[config.mk]
export PLATFORM = sky130hd
export DESIGN_NAME = axi4_lite_subordinate_flat
export DESIGN_NICKNAME = d
export VERILOG_FILES = /design/src/rtl/saratoga_pkg.sv /design/src/rtl/axi4_lite.sv /design/src/rtl/axi4_lite_sub_timeout.sv /design/src/rtl/axi4_lite_subordinate.sv /design/src/flat_wrapper.sv
export SDC_FILE = /design/constraint.sdc
export NUM_CORES = 1
export LEC_CHECK = 0
export BUFFER_PORTS_ARGS = -buffer_cell sky130_fd_sc_hd__buf_4
export CORE_MARGIN = 3
export CORE_UTILIZATION = 35
export CTS_CLUSTER_DIAMETER = 200
export DETAILED_ROUTE_END_ITERATION = 8
export PLACE_DENSITY = 0.57
export SLEW_MARGIN = 20
export SYNTH_ARGS = -nofsm -noshare
export SYNTH_HDL_FRONTEND = slang
export SYNTH_SLANG_ARGS = --single-unit
[constraint.sdc]
create_clock -name clk -period 2.9 [get_ports clk]
set_clock_uncertainty 0.05 [all_clocks]
set_input_delay 0.29 -clock clk [delete_from_list [all_inputs] [get_ports clk]]
set_output_delay 0.29 -clock clk [all_outputs]
set_load 0.005 [all_outputs]
[src/rtl/saratoga_pkg.sv]
// Shared AXI4-Lite subordinate types, response codes and the default ack timeout.
package saratoga_pkg;

  localparam int DEFAULT_AXI_TIMEOUT = 16;

  localparam logic [1:0] AXI_RESP_OKAY   = 2'b00;
  localparam logic [1:0] AXI_RESP_SLVERR = 2'b10;

  typedef enum logic [2:0] {
    IDLE,
    RD_ACC,
    RD_RESP,
    WR_ACC,
    WR_RESP
  } axi_sub_state_t;

  function automatic logic addr_misaligned(input logic [1:0] lsb);
    return |lsb;
  endfunction

endpackage

[src/rtl/axi4_lite.sv]
// AXI4-Lite bundle: AW, W, B, AR and R channels with manager and subordinate views.
interface axi4_lite #(
  parameter int ADDR_WIDTH = 32,
  parameter int DATA_WIDTH = 32
);

  logic [ADDR_WIDTH-1:0]   awaddr;
  logic                    awvalid;
  logic                    awready;
  logic [DATA_WIDTH-1:0]   wdata;
  logic [DATA_WIDTH/8-1:0] wstrb;
  logic                    wvalid;
  logic                    wready;
  logic [1:0]              bresp;
  logic                    bvalid;
  logic                    bready;
  logic [ADDR_WIDTH-1:0]   araddr;
  logic                    arvalid;
  logic                    arready;
  logic [DATA_WIDTH-1:0]   rdata;
  logic [1:0]              rresp;
  logic                    rvalid;
  logic                    rready;

  modport manager (
    output awaddr, awvalid, wdata, wstrb, wvalid, bready, araddr, arvalid, rready,
    input  awready, wready, bresp, bvalid, arready, rdata, rresp, rvalid
  );

  modport subordinate (
    input  awaddr, awvalid, wdata, wstrb, wvalid, bready, araddr, arvalid, rready,
    output awready, wready, bresp, bvalid, arready, rdata, rresp, rvalid
  );

endinterface

[src/rtl/axi4_lite_sub_timeout.sv]
// Ack watchdog: cleared by load, advanced by count, expired after TIMEOUT counted cycles.
// Expiry is combinational from the count; the count saturates once expired.
module axi4_lite_sub_timeout #(
  parameter int TIMEOUT = 16
) (
  input  logic clk,
  input  logic rst,
  input  logic load,
  input  logic count,
  output logic expired
);

  localparam int CW = $clog2(TIMEOUT + 1);

  logic [CW-1:0] cnt_q;

  // The first access cycle sees cnt_q == 0, so expiry lands on the TIMEOUT-th cycle.
  assign expired = (cnt_q >= CW'(TIMEOUT - 1));

  always_ff @(posedge clk) begin
    if (rst) begin
      cnt_q <= '0;
    end else if (load) begin
      cnt_q <= '0;
    end else if (count && !expired) begin
      cnt_q <= cnt_q + CW'(1);
    end
  end

endmodule

[src/rtl/axi4_lite_subordinate.sv]
// AXI4-Lite to single-access register port bridge, one transaction in flight.
// AR handshake to rd_en in one cycle, response one cycle after ack; channel readies drop while busy.
module axi4_lite_subordinate
  import saratoga_pkg::*;
#(
  parameter int WIDTH      = 32,
  parameter int ADDR_WIDTH = 32,
  parameter int TIMEOUT    = DEFAULT_AXI_TIMEOUT
) (
  input  logic                  clk,
  input  logic                  rst,
  axi4_lite.subordinate         axi_s,
  output logic                  rd_en,
  output logic                  wr_en,
  output logic [ADDR_WIDTH-1:0] addr,
  output logic [WIDTH-1:0]      wr_data,
  output logic [WIDTH/8-1:0]    wr_strobe,
  input  logic [WIDTH-1:0]      rd_data,
  input  logic                  ack,
  input  logic                  access_fault
);

  axi_sub_state_t state_q, state_d;

  logic                  live_q;
  logic                  ar_held_q, aw_held_q, w_held_q;
  logic                  rr_wr_q;
  logic [ADDR_WIDTH-1:0] ar_addr_q, aw_addr_q, addr_q;
  logic [WIDTH-1:0]      wdata_q, rdata_q;
  logic [WIDTH/8-1:0]    wstrb_q;
  logic [1:0]            rresp_q, bresp_q;

  logic                  in_idle, ar_hs, aw_hs, w_hs, b_hs;
  logic                  rd_pend, wr_pend, pick_rd, pick_wr;
  logic                  in_acc, acc_done, expired;
  logic [ADDR_WIDTH-1:0] cur_araddr, cur_awaddr;

  // live_q keeps every ready low for the first cycle out of reset.
  assign in_idle = live_q && (state_q == IDLE);

  assign axi_s.arready = in_idle && !ar_held_q;
  assign axi_s.awready = in_idle && !aw_held_q;
  assign axi_s.wready  = in_idle && !w_held_q;
  assign axi_s.rvalid  = (state_q == RD_RESP);
  assign axi_s.bvalid  = (state_q == WR_RESP);
  assign axi_s.rdata   = rdata_q;
  assign axi_s.rresp   = rresp_q;
  assign axi_s.bresp   = bresp_q;

  assign rd_en     = (state_q == RD_ACC);
  assign wr_en     = (state_q == WR_ACC);
  assign addr      = addr_q;
  assign wr_data   = wdata_q;
  assign wr_strobe = wstrb_q;

  assign ar_hs = axi_s.arvalid && axi_s.arready;
  assign aw_hs = axi_s.awvalid && axi_s.awready;
  assign w_hs  = axi_s.wvalid && axi_s.wready;
  assign b_hs  = (state_q == WR_RESP) && axi_s.bready;

  assign rd_pend    = ar_held_q || ar_hs;
  assign wr_pend    = (aw_held_q || aw_hs) && (w_held_q || w_hs);
  assign cur_araddr = ar_hs ? axi_s.araddr : ar_addr_q;
  assign cur_awaddr = aw_hs ? axi_s.awaddr : aw_addr_q;

  assign in_acc   = (state_q == RD_ACC) || (state_q == WR_ACC);
  assign acc_done = ack || expired;

  axi4_lite_sub_timeout #(
    .TIMEOUT (TIMEOUT)
  ) u_timeout (
    .clk     (clk),
    .rst     (rst),
    .load    (pick_rd || pick_wr),
    .count   (in_acc && !ack),
    .expired (expired)
  );

  always_comb begin
    state_d = state_q;
    pick_rd = 1'b0;
    pick_wr = 1'b0;
    case (state_q)
      IDLE: begin
        // Only a genuine collision consults and flips the round-robin pointer.
        if (rd_pend && wr_pend) begin
          pick_wr = rr_wr_q;
          pick_rd = !rr_wr_q;
        end else begin
          pick_rd = rd_pend;
          pick_wr = wr_pend;
        end
        if (pick_rd) begin
          state_d = addr_misaligned(cur_araddr[1:0]) ? RD_RESP : RD_ACC;
        end else if (pick_wr) begin
          state_d = addr_misaligned(cur_awaddr[1:0]) ? WR_RESP : WR_ACC;
        end
      end
      RD_ACC:  if (acc_done) state_d = RD_RESP;
      RD_RESP: if (axi_s.rready) state_d = IDLE;
      WR_ACC:  if (acc_done) state_d = WR_RESP;
      WR_RESP: if (axi_s.bready) state_d = IDLE;
      default: state_d = IDLE;
    endcase
  end

  always_ff @(posedge clk) begin
    if (rst) begin
      state_q   <= IDLE;
      live_q    <= 1'b0;
      ar_held_q <= 1'b0;
      aw_held_q <= 1'b0;
      w_held_q  <= 1'b0;
      rr_wr_q   <= 1'b1;
      ar_addr_q <= '0;
      aw_addr_q <= '0;
      addr_q    <= '0;
      wdata_q   <= '0;
      wstrb_q   <= '0;
      rdata_q   <= '0;
      rresp_q   <= AXI_RESP_OKAY;
      bresp_q   <= AXI_RESP_OKAY;
    end else begin
      state_q <= state_d;
      live_q  <= 1'b1;

      if (ar_hs) ar_addr_q <= axi_s.araddr;
      if (aw_hs) aw_addr_q <= axi_s.awaddr;
      if (w_hs) begin
        wdata_q <= axi_s.wdata;
        wstrb_q <= axi_s.wstrb;
      end

      if (pick_rd)    ar_held_q <= 1'b0;
      else if (ar_hs) ar_held_q <= 1'b1;
      if (b_hs)       aw_held_q <= 1'b0;
      else if (aw_hs) aw_held_q <= 1'b1;
      if (b_hs)       w_held_q  <= 1'b0;
      else if (w_hs)  w_held_q  <= 1'b1;

      if (pick_rd && pick_wr == 1'b0 && rd_pend && wr_pend) rr_wr_q <= 1'b1;
      if (pick_wr && rd_pend && wr_pend)                    rr_wr_q <= 1'b0;

      if (pick_rd) begin
        addr_q <= cur_araddr;
        if (addr_misaligned(cur_araddr[1:0])) begin
          rdata_q <= '0;
          rresp_q <= AXI_RESP_SLVERR;
        end
      end
      if (pick_wr) begin
        addr_q <= cur_awaddr;
        if (addr_misaligned(cur_awaddr[1:0])) bresp_q <= AXI_RESP_SLVERR;
      end

      // A late ack in the expiry cycle still wins over the timeout.
      if (state_q == RD_ACC && acc_done) begin
        rdata_q <= ack ? rd_data : '0;
        rresp_q <= (ack && !access_fault) ? AXI_RESP_OKAY : AXI_RESP_SLVERR;
      end
      if (state_q == WR_ACC && acc_done) begin
        bresp_q <= (ack && !access_fault) ? AXI_RESP_OKAY : AXI_RESP_SLVERR;
      end
    end
  end

endmodule

[src/flat_wrapper.sv]
// flat-port wrapper written by rule: the top's interface ports become plain ports
module axi4_lite_subordinate_flat import saratoga_pkg::*;
#(
  parameter int WIDTH      = 32,
  parameter int ADDR_WIDTH = 32,
  parameter int TIMEOUT    = DEFAULT_AXI_TIMEOUT
)
  (clk, rst, rd_en, wr_en, addr, wr_data, wr_strobe, rd_data, ack, access_fault, axi_s_awaddr, axi_s_awvalid, axi_s_wdata, axi_s_wstrb, axi_s_wvalid, axi_s_bready, axi_s_araddr, axi_s_arvalid, axi_s_rready, axi_s_awready, axi_s_wready, axi_s_bresp, axi_s_bvalid, axi_s_arready, axi_s_rdata, axi_s_rresp, axi_s_rvalid);
  axi4_lite #(.ADDR_WIDTH(ADDR_WIDTH), .DATA_WIDTH(32)) axi_s_i ();
  input  logic clk;
  input  logic rst;
  output logic rd_en;
  output logic wr_en;
  output logic [ADDR_WIDTH-1:0] addr;
  output logic [WIDTH-1:0] wr_data;
  output logic [WIDTH/8-1:0] wr_strobe;
  input  logic [WIDTH-1:0] rd_data;
  input  logic ack;
  input  logic access_fault;
  input wire logic [$bits(axi_s_i.awaddr)-1:0] axi_s_awaddr;
  input wire logic [$bits(axi_s_i.awvalid)-1:0] axi_s_awvalid;
  input wire logic [$bits(axi_s_i.wdata)-1:0] axi_s_wdata;
  input wire logic [$bits(axi_s_i.wstrb)-1:0] axi_s_wstrb;
  input wire logic [$bits(axi_s_i.wvalid)-1:0] axi_s_wvalid;
  input wire logic [$bits(axi_s_i.bready)-1:0] axi_s_bready;
  input wire logic [$bits(axi_s_i.araddr)-1:0] axi_s_araddr;
  input wire logic [$bits(axi_s_i.arvalid)-1:0] axi_s_arvalid;
  input wire logic [$bits(axi_s_i.rready)-1:0] axi_s_rready;
  output wire logic [$bits(axi_s_i.awready)-1:0] axi_s_awready;
  output wire logic [$bits(axi_s_i.wready)-1:0] axi_s_wready;
  output wire logic [$bits(axi_s_i.bresp)-1:0] axi_s_bresp;
  output wire logic [$bits(axi_s_i.bvalid)-1:0] axi_s_bvalid;
  output wire logic [$bits(axi_s_i.arready)-1:0] axi_s_arready;
  output wire logic [$bits(axi_s_i.rdata)-1:0] axi_s_rdata;
  output wire logic [$bits(axi_s_i.rresp)-1:0] axi_s_rresp;
  output wire logic [$bits(axi_s_i.rvalid)-1:0] axi_s_rvalid;
  assign axi_s_i.awaddr = axi_s_awaddr;
  assign axi_s_i.awvalid = axi_s_awvalid;
  assign axi_s_i.wdata = axi_s_wdata;
  assign axi_s_i.wstrb = axi_s_wstrb;
  assign axi_s_i.wvalid = axi_s_wvalid;
  assign axi_s_i.bready = axi_s_bready;
  assign axi_s_i.araddr = axi_s_araddr;
  assign axi_s_i.arvalid = axi_s_arvalid;
  assign axi_s_i.rready = axi_s_rready;
  assign axi_s_awready = axi_s_i.awready;
  assign axi_s_wready = axi_s_i.wready;
  assign axi_s_bresp = axi_s_i.bresp;
  assign axi_s_bvalid = axi_s_i.bvalid;
  assign axi_s_arready = axi_s_i.arready;
  assign axi_s_rdata = axi_s_i.rdata;
  assign axi_s_rresp = axi_s_i.rresp;
  assign axi_s_rvalid = axi_s_i.rvalid;
  axi4_lite_subordinate #(.WIDTH(WIDTH), .ADDR_WIDTH(ADDR_WIDTH), .TIMEOUT(TIMEOUT)) u_core (.clk(clk), .rst(rst), .axi_s(axi_s_i), .rd_en(rd_en), .wr_en(wr_en), .addr(addr), .wr_data(wr_data), .wr_strobe(wr_strobe), .rd_data(rd_data), .ack(ack), .access_fault(access_fault));
endmodule
Word-level counts from Yosys, hierarchy flattened. Index checks and enable logic that the tools add are counted.

Add/subtract/negate cells: 1. $lt $le $gt $ge: 1. Equality and inequality tests: 9. Multiplexer cells: 33. Bitwise operators: 1. Reductions and logical operators: 48.

Operators by type and width (number): $mux W32 (8); $mux W3 (7); $logic_and A1 B1 Y1 (20); $mux W2 (8); $pmux W3 S5 (1); $reduce_bool A2 Y1 (6); $reduce_or A2 Y1 (5); $mux W1 (9); $logic_not A1 Y1 (7); $eq A3 B2 Y1 const B (2); $logic_or A1 B1 Y1 (6); $add A5 B1 Y5 const B (1); $ge A5 B4 Y1 const B (1); $reduce_and A5 Y1 (1); $ne A2 B1 Y1 const B (2); $ne A2 B2 Y1 const B (2); $reduce_and A2 Y1 (2); $eq A3 B1 Y1 const B (1); $eq A3 B3 Y1 const B (1); $logic_not A3 Y1 (1); $ne A3 B3 Y1 const B (1); $not A1 Y1 (1).

Register bits after elaboration: 181. Bits of input ports: 141. Word-level logic and storage cells: 108.

Longest topological paths before layout. Gate-level depths: netlist (run 1).

Depth in word-level cells: 16. Mapped depth: 9. Mapped depth without buffers: 8.

Modules after synthesis. A second synthesis (run 1) with hierarchy kept.

Cell total of the unflattened synthesis: 695. Area, all modules: 6552.5 µm².

By module, submodules not included: axi4_lite_subordinate (times used 1, cells an instance 665, area an instance 6283.5 µm², sequential area each 3483.3 µm²); axi4_lite_sub_timeout (times used 1, cells an instance 30, area an instance 269.0 µm², sequential area each 100.1 µm²).

Least setup slack after synthesis (run 1). OpenSTA, ideal clock, no wires.

Kind: flip-flop to flip-flop. Start: register u_core.state_q[0]. End: register u_core.addr_q[15], in the netlist u_core.addr[15]. Arrival time: 2.181 ns. Setup slack: 0.547 ns. Stages on the path, launching flop included: 9. Buffers on the path: 3. Clock period less this slack: 2.353 ns. Cells stage by stage: dfxtp_1 -> buf_2 -> nor4b_4 -> a21oi_1 -> a2111o_1 -> nor2b_1 -> buf_2 -> buf_6 -> a221o_1.

Cells in the longest elaborated chain, start to end: 11. Elaborated cells on any way between the ends: 24. Classes of those cells: mux (10); reduce/logical (14).

Ends and longest elaborated chain: from (decl) (line axi4_lite_subordinate.sv:23) `axi_sub_state_t state_q, state_d;`; from (signal assigned) (line axi4_lite_subordinate.sv:124) `state_q <= state_d;`; $logic_not A3 Y1 * (line axi4_lite_subordinate.sv:39, axi4_lite_subordinate.sv:83); $logic_and A1 B1 Y1 (line axi4_lite_subordinate.sv:39) `assign in_idle = live_q && (state_q == IDLE);`; $logic_and A1 B1 Y1, on equally long branches (line axi4_lite_subordinate.sv:42, axi4_lite_subordinate.sv:43); $logic_and A1 B1 Y1, on equally long branches (line axi4_lite_subordinate.sv:57, axi4_lite_subordinate.sv:58); $logic_or A1 B1 Y1 (line axi4_lite_subordinate.sv:62) `assign wr_pend = (aw_held_q || aw_hs) && (w_held_q || w_hs);`; $logic_and A1 B1 Y1 (line axi4_lite_subordinate.sv:62); $logic_and A1 B1 Y1 (line axi4_lite_subordinate.sv:86) `if (rd_pend && wr_pend) begin`; $mux W1 (line axi4_lite_subordinate.sv:86); $mux W1 (2 in a row) (line axi4_lite_subordinate.sv:83) `case (state_q)`; $mux W32 or $reduce_bool A2 Y1 (tied branches); to (signal assigned) (line axi4_lite_subordinate.sv:145) `addr_q <= cur_araddr;`; to (signal assigned) (line axi4_lite_subordinate.sv:152) `addr_q <= cur_awaddr;`; to (decl) (line axi4_lite_subordinate.sv:28) `logic [ADDR_WIDTH-1:0] ar_addr_q, aw_addr_q, addr_q;`.

Mark *: on every way between the ends. The rest lies on a longest branch, timed or not. The select of a mux whose other input is x is not followed. A chain may end at the register's enable or synchronous reset.

Worst setup path after layout (run 1).
Start: register u_core.state_q[0]. End: register u_core.addr_q[16], in the netlist u_core.addr[16].

Same word-level chain as after synthesis.

==> impl_metrics.env, run 1 <==
export IMPL_grt_first_pass_wirelength_microns=28400
export IMPL_critical_path_max_fanout=18
export IMPL_cts_buffer_depth=2
export IMPL_ant_nets=0
export IMPL_hp_class="in -> reg"
export IMPL_path_buf_inv=1
export IMPL_p_leak_nw=4.16
export IMPL_syn_area_sq_um=6550
export IMPL_yosys_warnings=0
export IMPL_start_util_pct=36.0
export IMPL_slowest_delay_ns=0.53
export IMPL_p_seq_share_pct=43.6
export IMPL_coreArea_sq_um=18200
export IMPL_n_antenna_cell=0
export IMPL_dieArea_sq_um=20400
export IMPL_row_count=49
export IMPL_vias=5736
export IMPL_power_density_nw_per_um2=727
export IMPL_dp_hpwl_microns=12900
export IMPL_grt_ovfl_total=0
export IMPL_avgViaCountPerCell=4.91
export IMPL_cts_root_buf="clkbuf_16"
export IMPL_async_flop_share_pct=0
export IMPL_final_util_pct=50.4
export IMPL_drt_pre_antenna_iters=4
export IMPL_end_kind="flip-flop"
export IMPL_grt_usage_pct=17.3
export IMPL_start_kind="flip-flop"
export IMPL_grt_start_max_net_pins=94
export IMPL_dp_cells=1136
export IMPL_holdBufCountCts=0
export IMPL_h_tree_depth=4
export IMPL_numCtsBuffers=17
export IMPL_clock_sinks=179
export IMPL_port_buffers=249
export IMPL_drv_cap=0
export IMPL_worst_slew_pin_slew_ns=0.593
export IMPL_cp_data_arrival_time_ns=2.77
export IMPL_final_nets=1069
export IMPL_cts_resized=0
export IMPL_synth_cells=698
export IMPL_drive_above_1_share_pct=31.9
export IMPL_ys_types=46
export IMPL_synth_seq_cells=179
export IMPL_antenna_found_initial=0
export IMPL_multi_input_area_sq_um=2740
export IMPL_crit_chain="nor4b_4, a21oi_1, a2111o_2, nor2b_1, buf_4, a221o_1"
export IMPL_clkTransAtPathRegs_ns=0.07
export IMPL_criticalPathCategory="reg -> reg"
export IMPL_outcome="completed"
export IMPL_routed_wl_microns=18600
export IMPL_grt_pass1_vias=5344
export IMPL_place_congestion=0.803
export IMPL_holdWs_ns=0.0326
export IMPL_critPathRequiredTime_ns=3.16
export IMPL_avgSynthCellArea_sq_um=9.39
export IMPL_final_setup_viol_count=0
export IMPL_fin_crit_ns=2.51
export IMPL_ios=252
export IMPL_routedWlPerCell_microns=16.0
export IMPL_r2r_slack_ns=0.39
export IMPL_path_delay_family="compound AO/OA/AOI/OAI gates"
export IMPL_ir_drop_uv=426
export IMPL_power_frac_comb_pct=23.4
export IMPL_synthFlopType="dfxtp_1"
export IMPL_cts_tree="done"
export IMPL_hold_viol_final=0
export IMPL_period_share_pct=86.7
export IMPL_netSwitchingPower_mw=1.98
export IMPL_final_max_slew_viol_count=0
export IMPL_post_cts_buffers=0
export IMPL_clock_latency_ns=0.42
export IMPL_post_route_drc_count=0
export IMPL_fin_cells=1168
export IMPL_seq_area_sq_um=3580
export IMPL_fmax_mhz=398
export IMPL_slowest_stage="nor4b_4"
export IMPL_p_sw_share_pct=29.7
export IMPL_p_int_mw=4.69
export IMPL_fp_dieW_microns=143
export IMPL_grt_setup_unrepaired="false"
export IMPL_tns_ns=0
export IMPL_drt_iter0_drc=257
export IMPL_p_clk_share_pct=33.0
export IMPL_synth_edf_count=0
export IMPL_ys_seq_area_share_pct=54.7
export IMPL_fp_dieH_microns=143
export IMPL_slew_limit_headroom_pct=60.4
export IMPL_n_fill_cell=1752
export IMPL_area_delta_synth_final_pct=40.1
## power by group through the flow
stage | Combinational (mW) | Sequential (mW) | Clock, mW
finish | 1.56 | 2.91 | 2.20
global route | 1.73 | 2.94 | 2.36
CTS | 1.59 | 2.91 | 2.25
detailed placement | 1.58 | 2.96 | 0
global placement | 1.58 | 2.95 | 0
floorplan | 0.913 | 2.92 | 0
## cells by family after synthesis
group	share of synthesized area, %
AND/OR/NAND/NOR	15.9
flip-flops	54.7
AO/OA/AOI/OAI	17.4
buffers and inverters	3.88
multiplexers	7.33
XOR/XNOR	0.401
adder cells (fa/ha/maj)	0.382
other	0.0572
## worst reg2reg max path: cells and delay by family, from the launching register on
kind / cells / cell delay, ns
flip-flops: 1 / 0.39
AO/OA/AOI/OAI: 3 / 1.08
AND/OR/NAND/NOR: 2 / 0.67
buffers and inverters: 1 / 0.21
## sequential cells by signal, indices dropped and copies added (netlist names), 3 cells and up
register                cells
u_core.ar_addr_q           32
u_core.axi_s.rdata         32
u_core.aw_addr_q           32
u_core.u_timeout.cnt_q      5
u_core.wr_data             32
u_core.wr_strobe            4
u_core.addr                32
u_core.state_q              3
## area by class of cell
cell class                      instances  area share [%]
Clock buffer                           21            4.91
Sequential cell                       179            39.0
Tap cell                              229            3.12
Inverter                                7           0.286
Timing Repair Buffer                  263            21.6
Multi-Input combinational cell        458            29.9
Clock inverter                         11            1.13
## final timing paths
| kind | start | to | depth (start not counted) |
|---|---|---|---|
| setup / recovery | u_core.state_q[0]$_SDFFE_PP0P_ | u_core.addr[16]$_SDFFE_PP0P_ | 6 |
| setup reg to reg | u_core.state_q[0]$_SDFFE_PP0P_ | u_core.addr[16]$_SDFFE_PP0P_ | 6 |
| hold / removal | rd_data[6] | u_core.axi_s.rdata[6]$_SDFFE_PP0P_ | 2 |
| hold reg to reg | u_core.wr_data[11]$_SDFFE_PP0P_ | u_core.wr_data[11]$_SDFFE_PP0P_ | 2 |
## layout by cell type (no fill, tap or decap), drive strengths merged, types with 2 or more instances in the layout
cell / n
or2: 2
nor2b: 4
a221oi: 3
nor3: 21
o22a: 14
xnor2: 2
a221o: 18
a211oi: 2
nor2: 61
nand2: 117
a311oi: 2
inv: 9
and3: 3
nand3b: 2
and2: 2
conb: 2
a21o: 2
mux2i: 48
clkbuf: 21
ha: 2
a21oi: 79
clkinv: 3
dfxtp: 179
a22o: 32
buf: 263
nor3b: 3
o211ai: 2
nand3: 17
clkinvlp: 5
nand2b: 4
## layer usage
metal	track usage, %	routed length (microns)	up-vias
li1	-	-	2901
met1	22.9	8430	2632
met2	26.7	8370	189
met3	6.56	1740	14
met4	4.70	100	0
met5	0	0	-
## synthesized netlist by cell type, types with 2 or more instances
| library cell | number | area share (%) |
|---|---|---|
| xnor2_1 | 2 | 0.27 |
| a211oi_1 | 2 | 0.23 |
| mux2i_1 | 48 | 7.3 |
| nand3_1 | 17 | 1.3 |
| nor3_1 | 21 | 1.6 |
| and3_1 | 3 | 0.29 |
| a221oi_1 | 3 | 0.40 |
| dfxtp_1 | 179 | 55 |
| o211ai_1 | 2 | 0.23 |
| and2_1 | 2 | 0.19 |
| buf_1 | 5 | 0.29 |
| nand3b_1 | 2 | 0.23 |
| a311oi_1 | 2 | 0.27 |
| nand2b_1 | 4 | 0.38 |
| nor2b_1 | 4 | 0.38 |
| buf_4 | 2 | 0.23 |
| inv_1 | 7 | 0.40 |
| nor3b_1 | 2 | 0.23 |
| a22o_1 | 32 | 4.3 |
| o22a_1 | 14 | 1.9 |
| or2_2 | 2 | 0.19 |
| nor2_1 | 61 | 3.5 |
| buf_2 | 5 | 0.38 |
| a21oi_1 | 79 | 6.0 |
| clkbuf_1 | 42 | 2.4 |
| nand2_1 | 117 | 6.7 |
| ha_1 | 2 | 0.38 |
| a21o_1 | 2 | 0.23 |
| a221o_1 | 18 | 2.7 |
## metrics by stage
step / area, sq um / power, mW / setup WS (ns)
global placement: 8630 / 4.54 / 0.451
CTS: 9180 / 6.75 / 0.377
finish: 9180 / 6.67 / 0.387
detailed placement: 8630 / 4.55 / 0.387
floorplan: 6560 / 3.84 / 0.547
global route: 9180 / 7.03 / 0.229
No activity file was read; power rests on OpenSTA's default activity.
==> run 2: changes to the inputs <==
Settings changed: CORE_MARGIN 3 to 2.
==> run 2 against run 1 <==
- largest cell class unchanged
- global-route usage rose by 0.56 points
- via count fell by 0.30%
- cell count rose by 0.43%
- critical endpoint is now u_core.axi_s.bresp[1]$_SDFFE_PP0P_
- non-clock buffer count did not move
- largest power group unchanged
- final area rose by 0.37%
- count of clock-buffer cells in the layout fell by 3
- critical path type unchanged
- highest routed layer unchanged
- first-iteration DRC count rose by 1.6%
==> impl_metrics.env, run 2 (synthesis results as in run 1) <==
export IMPL_outcome="completed"
export IMPL_final_cell_mix="263 x buf_4, 179 x dfxtp_1, 116 x nand2_1"
export IMPL_final_setup_viol_count=0
export IMPL_slew_limit_headroom_pct=31.8
export IMPL_dp_hpwl_microns=12500
export IMPL_multi_input_area_sq_um=2740
export IMPL_fin_crit_ns=2.57
export IMPL_port_buffers=249
export IMPL_power_density_nw_per_um2=740
export IMPL_critPathRequiredTime_ns=3.17
export IMPL_final_nets=1069
export IMPL_final_max_slew_viol_count=0
export IMPL_row_count=50
export IMPL_n_fill_cell=1806
export IMPL_grt_setup_unrepaired="false"
export IMPL_ant_nets=0
export IMPL_dieArea_sq_um=19800
export IMPL_worst_slew_pin_slew_ns=1.02
export IMPL_drt_iter0_drc=261
export IMPL_post_route_drc_count=0
export IMPL_final_util_pct=49.8
export IMPL_clock_sinks=179
export IMPL_h_tree_depth=4
export IMPL_fin_area_sq_um=9220
export IMPL_routedWlPerCell_microns=15.5
export IMPL_ios=252
export IMPL_hold_viol_final=0
export IMPL_grt_pass1_vias=5440
export IMPL_holdWs_ns=0.0268
export IMPL_period_share_pct=88.5
export IMPL_drt_pre_antenna_iters=4
export IMPL_numCtsBuffers=17
export IMPL_fin_cells=1173
export IMPL_slowest_stage="nor4b_4"
export IMPL_routed_wl_microns=18200
export IMPL_tns_ns=0
export IMPL_power_mw=6.82
export IMPL_vias=5719
export IMPL_cts_root_buf="clkbuf_16"
export IMPL_clock_latency_ns=0.42
export IMPL_clkTransAtPathRegs_ns=0.07
export IMPL_place_ws_ns=0.363
export IMPL_grt_start_max_net_pins=97
export IMPL_grt_ovfl_total=0
export IMPL_ir_drop_uv=503
export IMPL_drive_above_1_share_pct=32.2
export IMPL_slowest_delay_ns=0.52
export IMPL_start_util_pct=35.4
export IMPL_fmax_mhz=390
export IMPL_cp_data_arrival_time_ns=2.84
export IMPL_post_cts_buffers=0
export IMPL_cts_tree="done"
export IMPL_cts_buffer_depth=2
export IMPL_n_antenna_cell=0
export IMPL_area_delta_synth_final_pct=40.6
export IMPL_setup_ws_ns=0.333
export IMPL_r2r_slack_ns=0.33
export IMPL_grt_first_pass_wirelength_microns=28400
export IMPL_start_kind="flip-flop"
export IMPL_mostFrequentLayoutCell="buf_4"
export IMPL_fp_dieW_microns=141
export IMPL_p_leak_nw=4.18
export IMPL_fp_dieH_microns=141
export IMPL_avgViaCountPerCell=4.88
export IMPL_crit_chain="nor4b_4, a21oi_1, a2111o_2, buf_4, nand3b_1, a221oi_1"
export IMPL_seq_area_sq_um=3580
export IMPL_holdBufCountCts=0
export IMPL_coreArea_sq_um=18500
export IMPL_end_kind="flip-flop"
export IMPL_hp_class="in -> reg"
export IMPL_antenna_found_initial=0
export IMPL_dp_cells=1141
export IMPL_place_congestion=0.766
export IMPL_dpl_cell_area_sq_um=8620
export IMPL_criticalPathCategory="reg -> reg"
export IMPL_grt_usage_pct=17.9
export IMPL_drv_cap=0
export IMPL_critical_path_max_fanout=48
export IMPL_cts_resized=0
-- run 2: final cells by class --
cell class / instances / area share [%]
sequential: 179 / 38.9
timing repair buffer: 263 / 21.4
clock buffer: 18 / 4.66
clock inverter: 14 / 1.79
multi-input combinational: 458 / 29.8
tap: 234 / 3.18
inverter: 7 / 0.285
-- run 2: final timing paths --
path         cells after the start                            start                                 end
max                              6   u_core.state_q[1]$_SDFFE_PP0P_  u_core.axi_s.bresp[1]$_SDFFE_PP0P_
min                              2                     axi_s_bready       u_core.aw_held_q$_SDFFE_PP0N_
max reg2reg                      6   u_core.state_q[1]$_SDFFE_PP0P_  u_core.axi_s.bresp[1]$_SDFFE_PP0P_
min reg2reg                      2  u_core.wr_data[21]$_SDFFE_PP0P_     u_core.wr_data[21]$_SDFFE_PP0P_
-- run 2: routing by layer --
layer	track usage [%]	up-vias	routed length, microns
li1	-	2893	-
met1	22.9	2632	8080
met2	28.5	183	8380
met3	6.08	11	1510
met4	5.68	0	226
met5	0	-	0
-- run 2: critical path: cells and delay by family (launching register included) --
kind	cells	cell delay [ns]
AOI/OAI and AO/OA	3	0.95
and+or+nand+nor	2	0.76
DFF	1	0.41
buffers and inverters	1	0.31
-- run 2: where the power goes --
part	total, mW	switching [mW]	internal (mW)
logic	1.57	0.838	0.733
clock network	2.34	1.04	1.30
registers	2.91	0.159	2.75
